===== config.mk =====
export PLATFORM = sky130hd
export DESIGN_NAME = fc_net_sched_flat
export DESIGN_NICKNAME = d
export VERILOG_FILES = /design/src/rtl/fc_net_sched_pkg.sv /design/src/rtl/fc_net_sched_if.sv /design/src/rtl/fc_net_sched_pipe.sv /design/src/rtl/fc_net_sched.sv /design/src/flat_wrapper.sv
export SDC_FILE = /design/constraint.sdc
export NUM_CORES = 1
export LEC_CHECK = 0
export CAP_MARGIN = 20
export CORE_MARGIN = 2
export CORE_UTILIZATION = 45
export DETAILED_ROUTE_END_ITERATION = 10
export PLACE_DENSITY = 0.82
export SETUP_SLACK_MARGIN = 0.2
export SLEW_MARGIN = 30
export SYNTH_ARGS = -nofsm -noshare
export SYNTH_HDL_FRONTEND = slang
export SYNTH_SLANG_ARGS = --single-unit

===== constraint.sdc =====
create_clock -name clk -period 2.47 [get_ports clk]
set_clock_uncertainty 0.2 [all_clocks]
set_input_delay 0.247 -clock clk [delete_from_list [all_inputs] [get_ports clk]]
set_output_delay 0.247 -clock clk [all_outputs]
set_load 0.005 [all_outputs]

===== src/rtl/fc_net_sched_pkg.sv =====
// Shared types, sizes and helpers for the two-layer FC network scheduler.
package fc_net_sched_pkg;

  localparam int M1  = 6;
  localparam int N1  = 6;
  localparam int M2  = 4;
  localparam int LAT = 2;

  function automatic int max(input int a, input int b);
    return (a > b) ? a : b;
  endfunction

  localparam int XW = $clog2(max(N1, M1));
  localparam int WW = $clog2(max(M1 * N1, M2 * M1));
  localparam int HW = $clog2(M1);

  typedef enum logic [2:0] {
    LOAD     = 3'd0,
    L1_MAC   = 3'd1,
    L1_DRAIN = 3'd2,
    L1_STORE = 3'd3,
    L2_MAC   = 3'd4,
    L2_DRAIN = 3'd5,
    L2_OUT   = 3'd6
  } state_t;

endpackage


===== src/rtl/fc_net_sched_if.sv =====
// Stream handshakes plus datapath/memory controls of the FC scheduler.
interface fc_net_sched_if;
  import fc_net_sched_pkg::*;

  // Valid/ready: a word or result transfers on a cycle where valid and ready
  // are both high; valid, once raised, holds with its data until that cycle.
  logic          input_valid;
  logic          input_ready;
  logic          output_valid;
  logic          output_ready;
  logic          layer;
  logic          wr_en_x;
  logic [XW-1:0] addr_x_wr;
  logic [XW-1:0] addr_x_rd;
  logic [WW-1:0] addr_w;
  logic          en_acc;
  logic          clear_acc;
  logic          wr_en_h;
  logic [HW-1:0] addr_h;

  modport master (
    input  input_valid, output_ready,
    output input_ready, output_valid, layer, wr_en_x, addr_x_wr, addr_x_rd,
           addr_w, en_acc, clear_acc, wr_en_h, addr_h
  );

  modport slave (
    output input_valid, output_ready,
    input  input_ready, output_valid, layer, wr_en_x, addr_x_wr, addr_x_rd,
           addr_w, en_acc, clear_acc, wr_en_h, addr_h
  );

endinterface


===== src/rtl/fc_net_sched_pipe.sv =====
// Delay line of the MAC issue strobe; its tail is the accumulator enable.
module fc_net_sched_pipe #(
  parameter int LAT = 2
) (
  input  logic clk,
  input  logic reset,
  input  logic issue_i,
  output logic en_o
);

  logic [LAT-1:0] sr_q, sr_d;

  always_comb begin
    sr_d    = sr_q << 1;
    sr_d[0] = issue_i;
  end

  always_ff @(posedge clk) begin
    if (reset) sr_q <= '0;
    else       sr_q <= sr_d;
  end

  assign en_o = sr_q[LAT-1];

endmodule


===== src/rtl/fc_net_sched.sv =====
// FSM and counters sequencing input load, layer-1 MAC/ReLU store and
// layer-2 MAC/output over one shared MAC datapath.
module fc_net_sched
  import fc_net_sched_pkg::*;
(
  input  logic                  clk,
  input  logic                  reset,
  fc_net_sched_if.master        bus,
  output state_t                state_o
);

  localparam int RW = max(1, $clog2(max(M1, M2)));
  localparam int DW = max(1, $clog2(LAT));

  state_t        state_q, state_d;
  logic [XW-1:0] k_q, k_d;
  logic [XW-1:0] col_q, col_d;
  logic [RW-1:0] row_q, row_d;
  logic [DW-1:0] dcnt_q, dcnt_d;
  logic          issue;
  logic          pipe_en;

  assign issue   = ((state_q == L1_MAC) || (state_q == L2_MAC)) && !reset;
  assign state_o = state_q;

  fc_net_sched_pipe #(.LAT(LAT)) u_pipe (
    .clk     (clk),
    .reset   (reset),
    .issue_i (issue),
    .en_o    (pipe_en)
  );

  always_ff @(posedge clk) begin
    if (reset) begin
      state_q <= LOAD;
      k_q     <= '0;
      col_q   <= '0;
      row_q   <= '0;
      dcnt_q  <= '0;
    end else begin
      state_q <= state_d;
      k_q     <= k_d;
      col_q   <= col_d;
      row_q   <= row_d;
      dcnt_q  <= dcnt_d;
    end
  end

  always_comb begin
    state_d          = state_q;
    k_d              = k_q;
    col_d            = col_q;
    row_d            = row_q;
    dcnt_d           = dcnt_q;
    bus.input_ready  = 1'b0;
    bus.output_valid = 1'b0;
    bus.layer        = 1'b0;
    bus.wr_en_x      = 1'b0;
    bus.addr_x_wr    = '0;
    bus.addr_x_rd    = '0;
    bus.addr_w       = '0;
    bus.en_acc       = pipe_en;
    bus.clear_acc    = 1'b0;
    bus.wr_en_h      = 1'b0;
    bus.addr_h       = '0;
    case (state_q)
      LOAD: begin
        bus.input_ready = 1'b1;
        bus.wr_en_x     = bus.input_valid;
        bus.addr_x_wr   = k_q;
        if (bus.input_valid) begin
          if (k_q == XW'(N1 - 1)) begin
            k_d     = '0;
            row_d   = '0;
            col_d   = '0;
            state_d = L1_MAC;
          end else begin
            k_d = k_q + 1'b1;
          end
        end
      end
      L1_MAC: begin
        bus.addr_x_rd = col_q;
        bus.addr_w    = WW'(row_q) * WW'(N1) + WW'(col_q);
        if (col_q == XW'(N1 - 1)) begin
          col_d   = '0;
          dcnt_d  = '0;
          state_d = L1_DRAIN;
        end else begin
          col_d = col_q + 1'b1;
        end
      end
      L1_DRAIN: begin
        if (dcnt_q == DW'(LAT - 1)) state_d = L1_STORE;
        else                        dcnt_d  = dcnt_q + 1'b1;
      end
      L1_STORE: begin
        // H latches the accumulator in the same cycle the clear is applied.
        bus.wr_en_h   = 1'b1;
        bus.addr_h    = HW'(row_q);
        bus.clear_acc = 1'b1;
        if (row_q == RW'(M1 - 1)) begin
          row_d   = '0;
          state_d = L2_MAC;
        end else begin
          row_d   = row_q + 1'b1;
          state_d = L1_MAC;
        end
      end
      L2_MAC: begin
        bus.layer     = 1'b1;
        bus.addr_x_rd = col_q;
        bus.addr_w    = WW'(row_q) * WW'(M1) + WW'(col_q);
        if (col_q == XW'(M1 - 1)) begin
          col_d   = '0;
          dcnt_d  = '0;
          state_d = L2_DRAIN;
        end else begin
          col_d = col_q + 1'b1;
        end
      end
      L2_DRAIN: begin
        bus.layer = 1'b1;
        if (dcnt_q == DW'(LAT - 1)) state_d = L2_OUT;
        else                        dcnt_d  = dcnt_q + 1'b1;
      end
      L2_OUT: begin
        bus.layer        = 1'b1;
        bus.output_valid = 1'b1;
        if (bus.output_ready) begin
          bus.clear_acc = 1'b1;
          if (row_q == RW'(M2 - 1)) begin
            row_d   = '0;
            state_d = LOAD;
          end else begin
            row_d   = row_q + 1'b1;
            state_d = L2_MAC;
          end
        end
      end
      default: state_d = LOAD;
    endcase
    // Reset forces a quiet datapath with the accumulator held clear.
    if (reset) begin
      bus.input_ready  = 1'b0;
      bus.output_valid = 1'b0;
      bus.layer        = 1'b0;
      bus.wr_en_x      = 1'b0;
      bus.addr_x_wr    = '0;
      bus.addr_x_rd    = '0;
      bus.addr_w       = '0;
      bus.en_acc       = 1'b0;
      bus.clear_acc    = 1'b1;
      bus.wr_en_h      = 1'b0;
      bus.addr_h       = '0;
    end
  end

endmodule


===== src/flat_wrapper.sv =====
// flat-port wrapper written by rule: the top's interface ports become plain ports
module fc_net_sched_flat import fc_net_sched_pkg::*;
  (clk, reset, state_o, bus_input_valid, bus_output_ready, bus_input_ready, bus_output_valid, bus_layer, bus_wr_en_x, bus_addr_x_wr, bus_addr_x_rd, bus_addr_w, bus_en_acc, bus_clear_acc, bus_wr_en_h, bus_addr_h);
  fc_net_sched_if bus_i ();
  input  logic clk;
  input  logic reset;
  output state_t state_o;
  input wire logic [$bits(bus_i.input_valid)-1:0] bus_input_valid;
  input wire logic [$bits(bus_i.output_ready)-1:0] bus_output_ready;
  output wire logic [$bits(bus_i.input_ready)-1:0] bus_input_ready;
  output wire logic [$bits(bus_i.output_valid)-1:0] bus_output_valid;
  output wire logic [$bits(bus_i.layer)-1:0] bus_layer;
  output wire logic [$bits(bus_i.wr_en_x)-1:0] bus_wr_en_x;
  output wire logic [$bits(bus_i.addr_x_wr)-1:0] bus_addr_x_wr;
  output wire logic [$bits(bus_i.addr_x_rd)-1:0] bus_addr_x_rd;
  output wire logic [$bits(bus_i.addr_w)-1:0] bus_addr_w;
  output wire logic [$bits(bus_i.en_acc)-1:0] bus_en_acc;
  output wire logic [$bits(bus_i.clear_acc)-1:0] bus_clear_acc;
  output wire logic [$bits(bus_i.wr_en_h)-1:0] bus_wr_en_h;
  output wire logic [$bits(bus_i.addr_h)-1:0] bus_addr_h;
  assign bus_i.input_valid = bus_input_valid;
  assign bus_i.output_ready = bus_output_ready;
  assign bus_input_ready = bus_i.input_ready;
  assign bus_output_valid = bus_i.output_valid;
  assign bus_layer = bus_i.layer;
  assign bus_wr_en_x = bus_i.wr_en_x;
  assign bus_addr_x_wr = bus_i.addr_x_wr;
  assign bus_addr_x_rd = bus_i.addr_x_rd;
  assign bus_addr_w = bus_i.addr_w;
  assign bus_en_acc = bus_i.en_acc;
  assign bus_clear_acc = bus_i.clear_acc;
  assign bus_wr_en_h = bus_i.wr_en_h;
  assign bus_addr_h = bus_i.addr_h;
  fc_net_sched u_core (.clk(clk), .reset(reset), .bus(bus_i), .state_o(state_o));
endmodule

## After elaboration in Yosys (flattened, before gate mapping)

Index checks and enable logic that the tools add are counted.

| storage, ports and cells | value |
|---|---|
| bits in registers | 15 |
| input bits | 4 |
| output and inout port bits | 25 |
| word-level logic and storage cells | 89 |

| cells by class | value |
|---|---|
| add/subtract/negate cells | 5 |
| $mul | 1 |
| equality and inequality tests | 18 |
| multiplexer cells | 44 |
| reductions and logical operators | 15 |

Operator list:

| kind | number |
|---|---|
| two-way mux 3 bit | 22 |
| case mux 3 bit (7 select lines) | 1 |
| == test 3 bit (second input constant) | 6 |
| two-way mux 1 bit | 15 |
| two-way mux 6 bit | 2 |
| adder 3 x 1 -> 3 bit (second input constant) | 3 |
| == test 3 x 2 -> 1 bit (second input constant) | 3 |
| case mux 3 bit (3 select lines) | 1 |
| inequality test 2 x 1 -> 1 bit (second input constant) | 4 |
| inequality test 2 bit (second input constant) | 4 |
| AND reduction 7 bit | 1 |
| adder 6 x 3 -> 6 bit | 1 |
| case mux 3 bit (2 select lines) | 1 |
| multiplier 3 x 2 -> 5 bit (second input constant) | 1 |
| case mux 1 bit (2 select lines) | 2 |
| AND reduction 2 bit | 2 |
| AND reduction 4 bit | 1 |
| nonzero test 2 bit | 2 |
| OR reduction 2 bit | 2 |
| == test 3 x 1 -> 1 bit (second input constant) | 1 |
| zero test 3 bit | 1 |
| AND reduction 3 bit | 1 |
| nonzero test 3 bit | 1 |
| OR reduction 3 bit | 1 |
| 4 further kinds | 4 |

## Longest topological paths before layout

Gate-level depths: netlist (run 1).

| depth | value |
|---|---|
| depth after elaboration | 4 |
| mapped depth | 8 |
| depth with buffers taken out | 8 |

## By module

A second synthesis (run 1) with hierarchy kept.

| second synthesis, totals | value |
|---|---|
| cells, all modules | 156 |
| area total of the unflattened synthesis | 1257.5 sq um |

Modules (own cells, without submodules):

| module | times used | cells an instance | area an instance (sq um) | seq. area each (sq um) |
|---|---|---|---|---|
| fc_net_sched | 1 | 152 | 1204.9 | 260.2 |
| fc_net_sched_pipe | 1 | 4 | 52.6 | 40.0 |

## Worst setup path before layout (run 1)

OpenSTA, ideal clock, no wires.

| timing | value |
|---|---|
| kind | flip-flop to output port |
| from | reg u_core.row_q[1] |
| to | out bus_addr_w[5] |
| data arrival time | 1593 ps |
| data required time | 2023 ps |
| slack | 430 ps |
| cell stages (with the launch flop) | 8 |
| path buffers | 0 |
| path through | dfxtp_1 -> inv_1 -> ha_1 -> inv_1 -> fa_1 -> nand2_1 -> xnor2_1 -> and2_1 |

| between the ends | value |
|---|---|
| word-level cells in the longest chain between the ends | 4 |

Ends and longest elaborated chain:

| item | RTL line | source |
|---|---|---|
| start, declared | fc_net_sched.sv:18 | `logic [RW-1:0] row_q, row_d;` |
| start signal, assigned | fc_net_sched.sv:44 | `row_q <= row_d;` |
| multiplier 3 x 2 -> 5 bit | fc_net_sched.sv:84, fc_net_sched.sv:113 |  |
| adder 6 x 3 -> 6 bit | fc_net_sched.sv:84, fc_net_sched.sv:113 |  |
| two-way mux 6 bit | -- |  |
| two-way mux 6 bit | fc_net_sched.sv:144 | `if (reset) begin` |
| end, declared | flat_wrapper.sv:16 | `output wire logic [$bits(bus_i.addr_w)-1:0] bus_addr_w;` |

No other way between the ends.

## Worst setup path after layout (run 1)

| timing | value |
|---|---|
| from | reg u_core.row_q[0] |
| to | out bus_addr_w[4] |

Same word-level chain as after synthesis.

==> results of run 1 <==
## cells in the final DEF, fill, tap and decap left out, types with 4 or more instances in the layout
| master | instances |
|---|---|
| sky130_fd_sc_hd__dfxtp_1 | 10 |
| sky130_fd_sc_hd__and2_1 | 11 |
| sky130_fd_sc_hd__dlygate4sd2_1 | 9 |
| sky130_fd_sc_hd__nor2_1 | 15 |
| sky130_fd_sc_hd__buf_4 | 23 |
| sky130_fd_sc_hd__nand2_1 | 7 |
| sky130_fd_sc_hd__a21oi_1 | 7 |
| sky130_fd_sc_hd__inv_1 | 5 |
| sky130_fd_sc_hd__nand3_1 | 5 |
| sky130_fd_sc_hd__buf_6 | 5 |
| sky130_fd_sc_hd__nor3_1 | 5 |
| sky130_fd_sc_hd__ha_4 | 4 |
| sky130_fd_sc_hd__o21ai_0 | 5 |
| sky130_fd_sc_hd__clkdlybuf4s50_1 | 13 |
| sky130_fd_sc_hd__nand2b_1 | 4 |
| sky130_fd_sc_hd__nor2b_1 | 4 |
| sky130_fd_sc_hd__ha_1 | 4 |
| sky130_fd_sc_hd__dfxtp_4 | 4 |
| sky130_fd_sc_hd__mux2i_1 | 5 |
## cell families (layout without fill, tap and decap cells)
kind of cell | Yosys count | after routing
AO/OA/AOI/OAI | 31 | 31
XOR/XNOR | 4 | 4
adder cells (fa/ha/maj) | 10 | 10
buffers and inverters | 17 | 66
flip-flops | 15 | 15
multiplexers | 5 | 5
AND/OR/NAND/NOR | 69 | 69
## power by group through the flow
stage / Combinational (mW) / Sequential [mW] / Clock (mW)
2_1_floorplan: 0.0972 / 0.278 / 0
3_3_place_gp: 0.145 / 0.280 / 0
3_5_place_dp: 0.152 / 0.280 / 0
4_1_cts: 0.175 / 0.274 / 0.154
5_1_grt: 0.197 / 0.276 / 0.164
6_report: 0.178 / 0.274 / 0.152
## cell type report
| class | instances | area (µm²) |
|---|---|---|
| repair buffers | 55 | 478 |
| inverters | 7 | 28.8 |
| fillers | 208 | 688 |
| clock inverters | 1 | 5.00 |
| well taps | 30 | 37.5 |
| clock buffers | 3 | 22.5 |
| flip-flops and latches | 15 | 317 |
| multi-input cells | 119 | 923 |
## what timing repair did
item	in CTS	in global routing
hold buffers	0	0
buffers inserted	11	0
hold endpoints to repair	0	0
endpoints found under the setup margin	19	10
resized for setup	56	10
pin swaps	13	3
## path summary, 6_finish.rpt
path / start / to / cells past startpoint
setup / recovery: u_core.row_q[0]$_SDFFE_PP0P_ / bus_addr_w[4] / 8
setup reg to reg: u_core.row_q[0]$_SDFFE_PP0P_ / u_core.row_q[1]$_SDFFE_PP0P_ / 9
hold reg to reg: u_core.u_pipe.sr_q[0]$_SDFF_PP0_ / u_core.u_pipe.sr_q[1]$_SDFF_PP0_ / 1
hold / removal: u_core.u_pipe.sr_q[0]$_SDFF_PP0_ / u_core.u_pipe.sr_q[1]$_SDFF_PP0_ / 1
## through the flow
stage,instance area [µm²],std cells
after floorplan,1200,151
after global placement,1580,215
after detailed placement,1580,215
after CTS,1770,230
after global routing,1810,230
final,1810,230
## flip-flops by register name, indices dropped and copies added, names as in the netlist
signal	count
u_core.col_q	3
u_core.k_q	3
u_core.dcnt_q	1
u_core.row_q	3
u_core.u_pipe.sr_q	2
u_core.state_o	3
## per-layer routing
metal | global-route usage, % | vias up
li1 | - | 620
met3 | 3.26 | 9
met2 | 40.5 | 51
met4 | 11.5 | 0
met5 | 0 | -
met1 | 24.8 | 602
## worst max-delay path, delay by kind of cell, from the launching register on
| kind | cells | cell delay, ns |
|---|---|---|
| compound gates | 2 | 0.35 |
| fa+ha+maj | 2 | 0.49 |
| buf+inv | 3 | 0.27 |
| simple gates | 1 | 0.18 |
| flops | 1 | 0.37 |
## synthesized netlist by cell type
| cell | instances |
|---|---|
| sky130_fd_sc_hd__o22ai_1 | 3 |
| sky130_fd_sc_hd__and2_4 | 1 |
| sky130_fd_sc_hd__buf_4 | 2 |
| sky130_fd_sc_hd__clkbuf_1 | 2 |
| sky130_fd_sc_hd__fa_1 | 2 |
| sky130_fd_sc_hd__nor3_1 | 6 |
| sky130_fd_sc_hd__nand3b_2 | 1 |
| sky130_fd_sc_hd__a21oi_1 | 9 |
| sky130_fd_sc_hd__nand2b_1 | 4 |
| sky130_fd_sc_hd__nand2_1 | 9 |
| sky130_fd_sc_hd__nor2_1 | 16 |
| sky130_fd_sc_hd__inv_1 | 7 |
| sky130_fd_sc_hd__and3b_1 | 1 |
| sky130_fd_sc_hd__nor4_1 | 2 |
| sky130_fd_sc_hd__nor3b_1 | 2 |
| sky130_fd_sc_hd__and2_1 | 12 |
| sky130_fd_sc_hd__a21o_1 | 2 |
| sky130_fd_sc_hd__o22ai_2 | 1 |
| sky130_fd_sc_hd__or3_1 | 1 |
| sky130_fd_sc_hd__nor3_2 | 1 |
| sky130_fd_sc_hd__xnor2_1 | 1 |
| sky130_fd_sc_hd__dfxtp_1 | 15 |
| sky130_fd_sc_hd__xor2_1 | 3 |
| sky130_fd_sc_hd__nor2b_1 | 4 |
| sky130_fd_sc_hd__nand2b_4 | 1 |
| sky130_fd_sc_hd__buf_6 | 1 |
| sky130_fd_sc_hd__nand3_1 | 5 |
| sky130_fd_sc_hd__ha_1 | 8 |
| sky130_fd_sc_hd__mux2i_1 | 5 |
| sky130_fd_sc_hd__a31oi_1 | 2 |
| sky130_fd_sc_hd__buf_2 | 5 |
| sky130_fd_sc_hd__nand3b_1 | 2 |
| sky130_fd_sc_hd__a21boi_0 | 1 |
| sky130_fd_sc_hd__o31ai_1 | 1 |
| sky130_fd_sc_hd__and4b_1 | 1 |
| sky130_fd_sc_hd__a221o_2 | 1 |
| sky130_fd_sc_hd__o21ai_0 | 6 |
| sky130_fd_sc_hd__o21ba_2 | 1 |
| sky130_fd_sc_hd__o21ai_1 | 1 |
| sky130_fd_sc_hd__a22o_1 | 2 |
| sky130_fd_sc_hd__a2bb2oi_1 | 1 |
==> metrics.log, run 1 <==
INFO  metric status = complete, no violations
INFO  metric grt_pass1_vias = 1,285
INFO  metric final-max-slew-violation-count = 0
INFO  metric synth.largest_area_cell = sky130_fd_sc_hd__dfxtp_1
INFO  metric route.vias.total = 1,282
INFO  metric placeableCoreArea = 2500 µm²
INFO  metric grt_first_pass_wirelength = 5530 µm
INFO  metric io_pins = 29
INFO  metric die_h = 55.6 µm
INFO  metric clock_latency = 0.30 ns
INFO  metric drv.max_cap_violation_count = 0
INFO  metric power-per-cell-area = 334 nW/µm²
INFO  metric wl_met2 = 1720 µm
INFO  metric gp_routability_congestion = 0.855
INFO  metric drive_gt1_share = 33.5%
INFO  metric maximum_number_of_pins_on_one_net_before_global_route_repair = 15
INFO  metric sequential_fraction_of_the_synthesis_area = 25.1%
INFO  metric hold_class = reg -> reg
INFO  metric finalCritPeriodShare = 97.8%
INFO  metric power.share.switching = 32.5%
INFO  metric placementRows = 18
INFO  metric p_int = 0.408 mW
INFO  metric critical_path_class = reg -> out
INFO  metric vdd.ir_drop.worst = 0.320 mV
INFO  metric fin_total_pwr = 0.605 mW
INFO  metric fin_crit = 2.42 ns
INFO  metric globalRoute.totalOverflow = 0
INFO  metric muxShareOfSynthArea = 4.18%
INFO  metric vias_per_cell = 5.57
INFO  metric drcViolationCount = 0
INFO  metric power.static_leakage = 0.800 nW
INFO  metric adder_cell_share_of_the_synthesized_area = 11.7%
INFO  metric synthCells = 151
INFO  metric drtIter0Drc = 27
INFO  metric area_growth = 51.3%
INFO  metric slew-limit-headroom = 74.7%
INFO  metric r2r_slack = 0.56 ns
INFO  metric numClockSinks = 15
INFO  metric start_util = 47.9%
INFO  metric port-buffer-count = 28
INFO  metric ys_ff_latch = 15
INFO  metric total_met3_wirelength_after_detailed_routing = 180 µm
INFO  metric clk_root_buffer_cell = sky130_fd_sc_hd__clkbuf_4
INFO  metric synth-warning-count = 0
INFO  metric worstPathCellList = buf_6 -> ha_4 -> inv_4 -> ha_4 -> a21o_1 -> a21oi_2 -> and3b_1 -> buf_2
INFO  metric seqPwrFrac = 45.3%
INFO  metric maximum_fanout_encountered_on_the_critical_timing_path = 3
INFO  metric final_antenna_net_count = 0
INFO  metric detailedRoute.firstPassIterationCount = 4
INFO  metric die_width = 55.6 µm
INFO  metric post_synth.cell_area_avg = 7.93 µm²
INFO  metric antenna_cells_inserted = 0
INFO  metric critical_path.max_stage_delay = 0.37 ns
INFO  metric dominant_combinational_cell_family_by_area_after_synthesis = simple AND/OR/NAND/NOR gates
INFO  metric utilization = 72.5%
INFO  metric timing.critical_path.from_type = flip-flop
INFO  metric post_synth_instance_area = 1200 µm²
INFO  metric top_layer = met4
INFO  metric dp_hpwl = 2300 µm
INFO  metric clock.fmax = 0.414 GHz
INFO  metric grt_setup_unrepaired = yes
INFO  metric fin_worst_hold_slack = 0.260 ns
INFO  metric num-nets-final = 215
INFO  metric comb_power_share = 29.5%
INFO  metric postRouteWirelength = 3350 µm
INFO  metric route.layer.met1.wl = 1360 µm
INFO  metric design.die.area = 3090 µm²
INFO  metric antenna_found_initial = 0
INFO  metric synth_simple_gate_area_share = 32.2%
INFO  metric clock_tree.htree_level_count = 1
INFO  metric synth_top_cells_by_area = sky130_fd_sc_hd__dfxtp_1 25%, sky130_fd_sc_hd__ha_1 8.4%, sky130_fd_sc_hd__and2_1 6.3%
INFO  metric clock_power_share = 25.2%
INFO  metric critical-path-slowest-cell = sky130_fd_sc_hd__dfxtp_4
INFO  metric timing.final.setup_violations = 0
INFO  metric cts_max_path_buffers = 2
INFO  metric cts.clk_slew.worst_paths = 0.09 ns
INFO  metric post_synth_xor_area_fraction = 2.93%
INFO  metric p_sw = 0.197 mW
INFO  metric synth_compound_gate_area_share = 16.8%
INFO  metric synth_nets = 165
INFO  metric worst-endpoint-required = 2.02 ns
INFO  metric cts_tree = built
INFO  metric synth_top_area_share = 25.1%
INFO  metric transition_time_at_the_pin_with_the_least_slew_margin = 0.379 ns
INFO  metric cp-end-kind = output pin
INFO  metric hold_violations = 0
INFO  metric post_synth_num_cell_types = 41
INFO  metric drt-wirelength-per-cell = 14.6 µm
INFO  metric critical_path_arrival = 1.97 ns
INFO  metric cts_made_buffers = 3
INFO  metric groute.usage.overall = 22.2%
INFO  metric fin_setup_tns = 0 ns
INFO  metric crit_path_frequent_cell = sky130_fd_sc_hd__ha_4
INFO  metric fin_ws = 0.0540 ns
INFO  metric dp_worst_setup_slack = -0.0842 ns
Note: power is estimated with default switching activity, not from simulation.
==> inputs of run 2 (changes only) <==
--- a/config.mk
+++ b/config.mk
@@ -8,6 +8,7 @@
 export CAP_MARGIN = 20
 export CORE_MARGIN = 2
 export CORE_UTILIZATION = 45
+export CTS_CLUSTER_DIAMETER = 100
 export DETAILED_ROUTE_END_ITERATION = 10
 export PLACE_DENSITY = 0.82
 export SETUP_SLACK_MARGIN = 0.2
==> results of run 2 <==
No change in the layout: final DEF, timing and power equal those of run 1.
==> patch 1 (settings of run 2) <==
Make the reset (`reset`) asynchronous in 2 clocked blocks.
--- a/src/rtl/fc_net_sched_pipe.sv
+++ b/src/rtl/fc_net_sched_pipe.sv
@@ -17,3 +17,3 @@
 
-  always_ff @(posedge clk) begin
+  always_ff @(posedge clk or posedge reset) begin
     if (reset) sr_q <= '0;
--- a/src/rtl/fc_net_sched.sv
+++ b/src/rtl/fc_net_sched.sv
@@ -32,3 +32,3 @@
 
-  always_ff @(posedge clk) begin
+  always_ff @(posedge clk or posedge reset) begin
     if (reset) begin
Behaviour: differs if reset is asserted again (counterexample within 10 cycles, from zero or initial values and one cycle with reset high); with reset held inactive, the same outputs for 10 cycles.
==> patch 1 against run 2 <==
Fmax is 1.7% lower; via count is 8.0% higher; hold slack worse by 0.090 ns; setup slack worse by 0.043 ns; area after synthesis is 9.0% higher; routed wire length is 23% higher; highest routed layer unchanged; sequential cell count stayed put; final area is 13% higher; die area is 8.3% higher.
Power is left out: it rests on default switching activity, and per cell area and clock period it moved more than threefold.
==> patch 1: results <==
{
  "status": "finished clean",
  "max_stage_delay_ns": 0.47,
  "num_antenna_cells": 0,
  "root_buffer": "clkbuf_4",
  "track_usage": 0.258,
  "postSynthCellCount": 151,
  "r2r_cells": 6,
  "portBuffers": 28,
  "synth_common_cells": "dfrtp_1, inv_1, nand2_1",
  "crit_fanout": 5,
  "holdPathStages": 0,
  "rr_startpoint": "u_core.state_o[2]",
  "path_clk_slew_ns": 0.10,
  "async_flop_share": 1.00,
  "gp_congestion": 0.931,
  "hold_start": "u_core.u_pipe.sr_q[0]",
  "post-place-ws_ns": -0.137,
  "hpwlAfterDp_um": 2720,
  "htreeDepth": 1,
  "synth.net_count": 164,
  "path_delay_family": "adder cells",
  "cts.path.max_buffers": 2,
  "period_needed_ns": 2.46,
  "antenna_found_initial": 0,
  "grt_pass1_wl_um": 6710,
  "drt_iter0_markers": 83,
  "yosysUniqueCellTypes": 42,
  "synth_area_leaders": "dfrtp_1, ha_1, and2_1",
  "ys_seq_area_frac": 0.288,
  "worstHoldPathType": "flop to flop",
  "yosys_warnings": 0,
  "dp_cells": 221,
  "clk_latency_ns": 0.29,
  "slew_headroom": 0.795,
  "grt_max_degree": 17,
  "nNetsFinal": 225,
  "critPathSlowestCell": "dfrtp_2",
  "drv_cap": 0,
  "cts_resized": 47,
  "grt_pass1_vias": 1419,
  "drt-wirelength-per-cell_um": 17.0,
  "cts_setup_buffers": 11,
  "drive_gt1_frac": 0.370,
  "dr.pass1.iters": 4,
  "viasPerCell": 5.72,
  "final_cell_count_no_fill": 242,
  "cts_buffers": 3,
  "crit_start": "u_core.row_q[0]"
}
-- patch 1: cell count changes after synthesis, sizes merged, moves of 3 or more --
cell and delta:
dfxtp -15, nand2 +3, inv +5, nand2b -3, nor3 -3, dfrtp +15, nor4 +4, nor2 -9
o22ai -4, o211ai +4, and2 -3
-- patch 1: cell type report --
cell class	instances	area, um2
clock buffers	3	22.5
clock inverters	1	5.00
fillers	194	708
inverters	12	47.5
multi-input cells	115	972
flip-flops and latches	15	380
well taps	31	38.8
repair buffers	65	583
-- patch 1: per-layer routing --
layer | global-route usage | share of wire
met1 | 0.310 | 0.40
met2 | 0.484 | 0.55
met3 | 0.0201 | 0.043
met4 | 0.0797 | 0.014
met5 | 0 | 0
-- patch 1: stage by stage --
step / utilization / instance area (um2) / hold slack [ns]
after global placement: 0.626 / 1730 / 0.137
after floorplan: - / 1310 / 0.131
final: 0.743 / 2050 / 0.170
after detailed placement: 0.626 / 1730 / 0.151
after global routing: 0.743 / 2050 / 0.173
after CTS: 0.706 / 1950 / 0.000808
-- patch 1: cells by family after synthesis --
family,after synthesis,share of synthesized area
AND/OR/NAND/NOR,62,0.292
flip-flops,15,0.288
multiplexers,5,0.0384
adder cells (fa/ha/maj),9,0.0920
XOR/XNOR,5,0.0441
buffers and inverters,21,0.0719
AO/OA/AOI/OAI,34,0.174
-- patch 1: path summary, 6_finish.rpt --
path,to,slack (ns)
max in group asynchronous,u_core.k_q[0],1.28
min in group asynchronous,u_core.row_q[0],0.20
worst min register to register,u_core.u_pipe.sr_q[1],0.17
worst max-delay path,bus_addr_w[4],0.01
worst max register to register,u_core.row_q[0],0.49
worst min-delay path,u_core.u_pipe.sr_q[1],0.17
==> patch 2 (settings of run 2) <==
Made on the original files. `LAT` is set to 2 in 2 places; all go to 4.
--- a/src/rtl/fc_net_sched_pkg.sv
+++ b/src/rtl/fc_net_sched_pkg.sv
@@ -6,3 +6,3 @@
   localparam int M2  = 4;
-  localparam int LAT = 2;
+  localparam int LAT = 4;
 
--- a/src/rtl/fc_net_sched_pipe.sv
+++ b/src/rtl/fc_net_sched_pipe.sv
@@ -2,3 +2,3 @@
 module fc_net_sched_pipe #(
-  parameter int LAT = 2
+  parameter int LAT = 4
 ) (
Check against the original RTL: not equivalent (Yosys sat finds a counterexample within 10 cycles, from zero or initial values and one cycle with reset high).
==> patch 2 against run 2 <==
Cell count did not move; area after synthesis rose by 5.6%; hold slack improved by 0.0021 ns; setup slack improved by 0.0038 ns; sequential share of layout area rose by 3.0 points; sequential cell count rose by 3; fmax rose by 0.16%; first-iteration DRC count rose by 78%; routed wire length rose by 2.5%; final area rose by 1.2%; non-clock buffer count fell by 8.
Power is not compared: it rests on default switching activity, and its combinational part moved more than twofold at a synthesized area within 25%.
==> patch 2: results <==
{
  "ys_seq_area_frac": 0.285,
  "post-place-ws_ns": -0.159,
  "grt_pass1_wl_um": 5660,
  "gp_congestion": 0.874,
  "max_stage_delay_ns": 0.39,
  "track_usage": 0.213,
  "crit_start": "u_core.row_q[1]",
  "slew_headroom": 0.704,
  "crit_fanout": 4,
  "layout_setup_ws_ns": 0.0578,
  "root_buffer": "clkbuf_4",
  "wl_met3_um": 188,
  "p_sw_frac": 0.222,
  "wl_met1_um": 1450,
  "portBuffers": 28,
  "hold_start": "u_core.u_pipe.sr_q[1]",
  "wl_met2_um": 1760,
  "ir_drop_v": 0.000388,
  "rr_startpoint": "u_core.row_q[1]",
  "cts_resized": 54,
  "drive_gt1_frac": 0.241,
  "regMostFlops": "u_core.u_pipe.sr_q",
  "num_antenna_cells": 0,
  "nNetsFinal": 216,
  "postSynthCellCount": 159,
  "grtUsageMet2": 0.376,
  "endpoint": "bus_addr_w[4]",
  "combPwrFrac": 0.090,
  "path_clk_slew_ns": 0.09,
  "hpwlAfterDp_um": 2440,
  "worstHoldPathType": "flop to flop",
  "post_synth_xor_area_fraction": 0.0346,
  "vias": 1311,
  "grtUsageMet1": 0.261,
  "synthAdderAreaFrac": 0.121,
  "critPathSlowestCell": "dfxtp_4",
  "synthMuxAreaShare": 0.00791,
  "hold_end": "u_core.u_pipe.sr_q[2]",
  "top_usage_layer": "met2",
  "pwr_density_cell_mw_per_mm2": 259,
  "r2r-end": "u_core.row_q[1]",
  "reg2reg_slack_ns": 0.47,
  "status": "finished clean",
  "synth_area_leaders": "dfxtp_1, ha_1, a21oi_1",
  "yosys_warnings": 0,
  "holdWs_ns": 0.262,
  "antenna_found_initial": 0,
  "drt_iter0_markers": 48,
  "cts_setup_buffers": 6,
  "totalWireLength_um": 3430,
  "synth_common_cells": "dfxtp_1, a21oi_1, nand2_1",
  "holdPathStages": 1,
  "grt_max_degree": 25,
  "synth_compound_area_frac": 0.159,
  "synth.net_count": 174,
  "grtUsageMet3": 0.0499,
  "pg_seq_uw": 293,
  "r2r_cells": 6
}
## patch 2: cell count changes after synthesis, sizes merged, moves of 3 or more
cell | before | now
a21oi | 9 | 13
nor4 | 2 | 5
buf | 8 | 4
nor2b | 4 | 9
nand2 | 9 | 13
and2 | 13 | 10
nor2 | 16 | 7
or3 | 1 | 6
clkbuf | 2 | 6
mux2i | 5 | 1
dfxtp | 15 | 18
## patch 2: layout make-up
| type | instances | area (um2) |
|---|---|---|
| clock buffer | 3 | 22.5 |
| fill | 221 | 877 |
| inverter | 8 | 37.5 |
| multi-input combinational | 123 | 930 |
| sequential | 18 | 375 |
| tap | 31 | 38.8 |
| timing repair buffer | 47 | 429 |
## patch 2: metrics by stage
| step | instance area (um2) | setup TNS [ns] |
|---|---|---|
| CTS | 1790 | 0 |
| floorplan | 1260 | 0 |
| finish | 1830 | 0 |
| global placement | 1640 | -0.0827 |
| detailed placement | 1640 | -0.255 |
| global route | 1830 | -0.0255 |
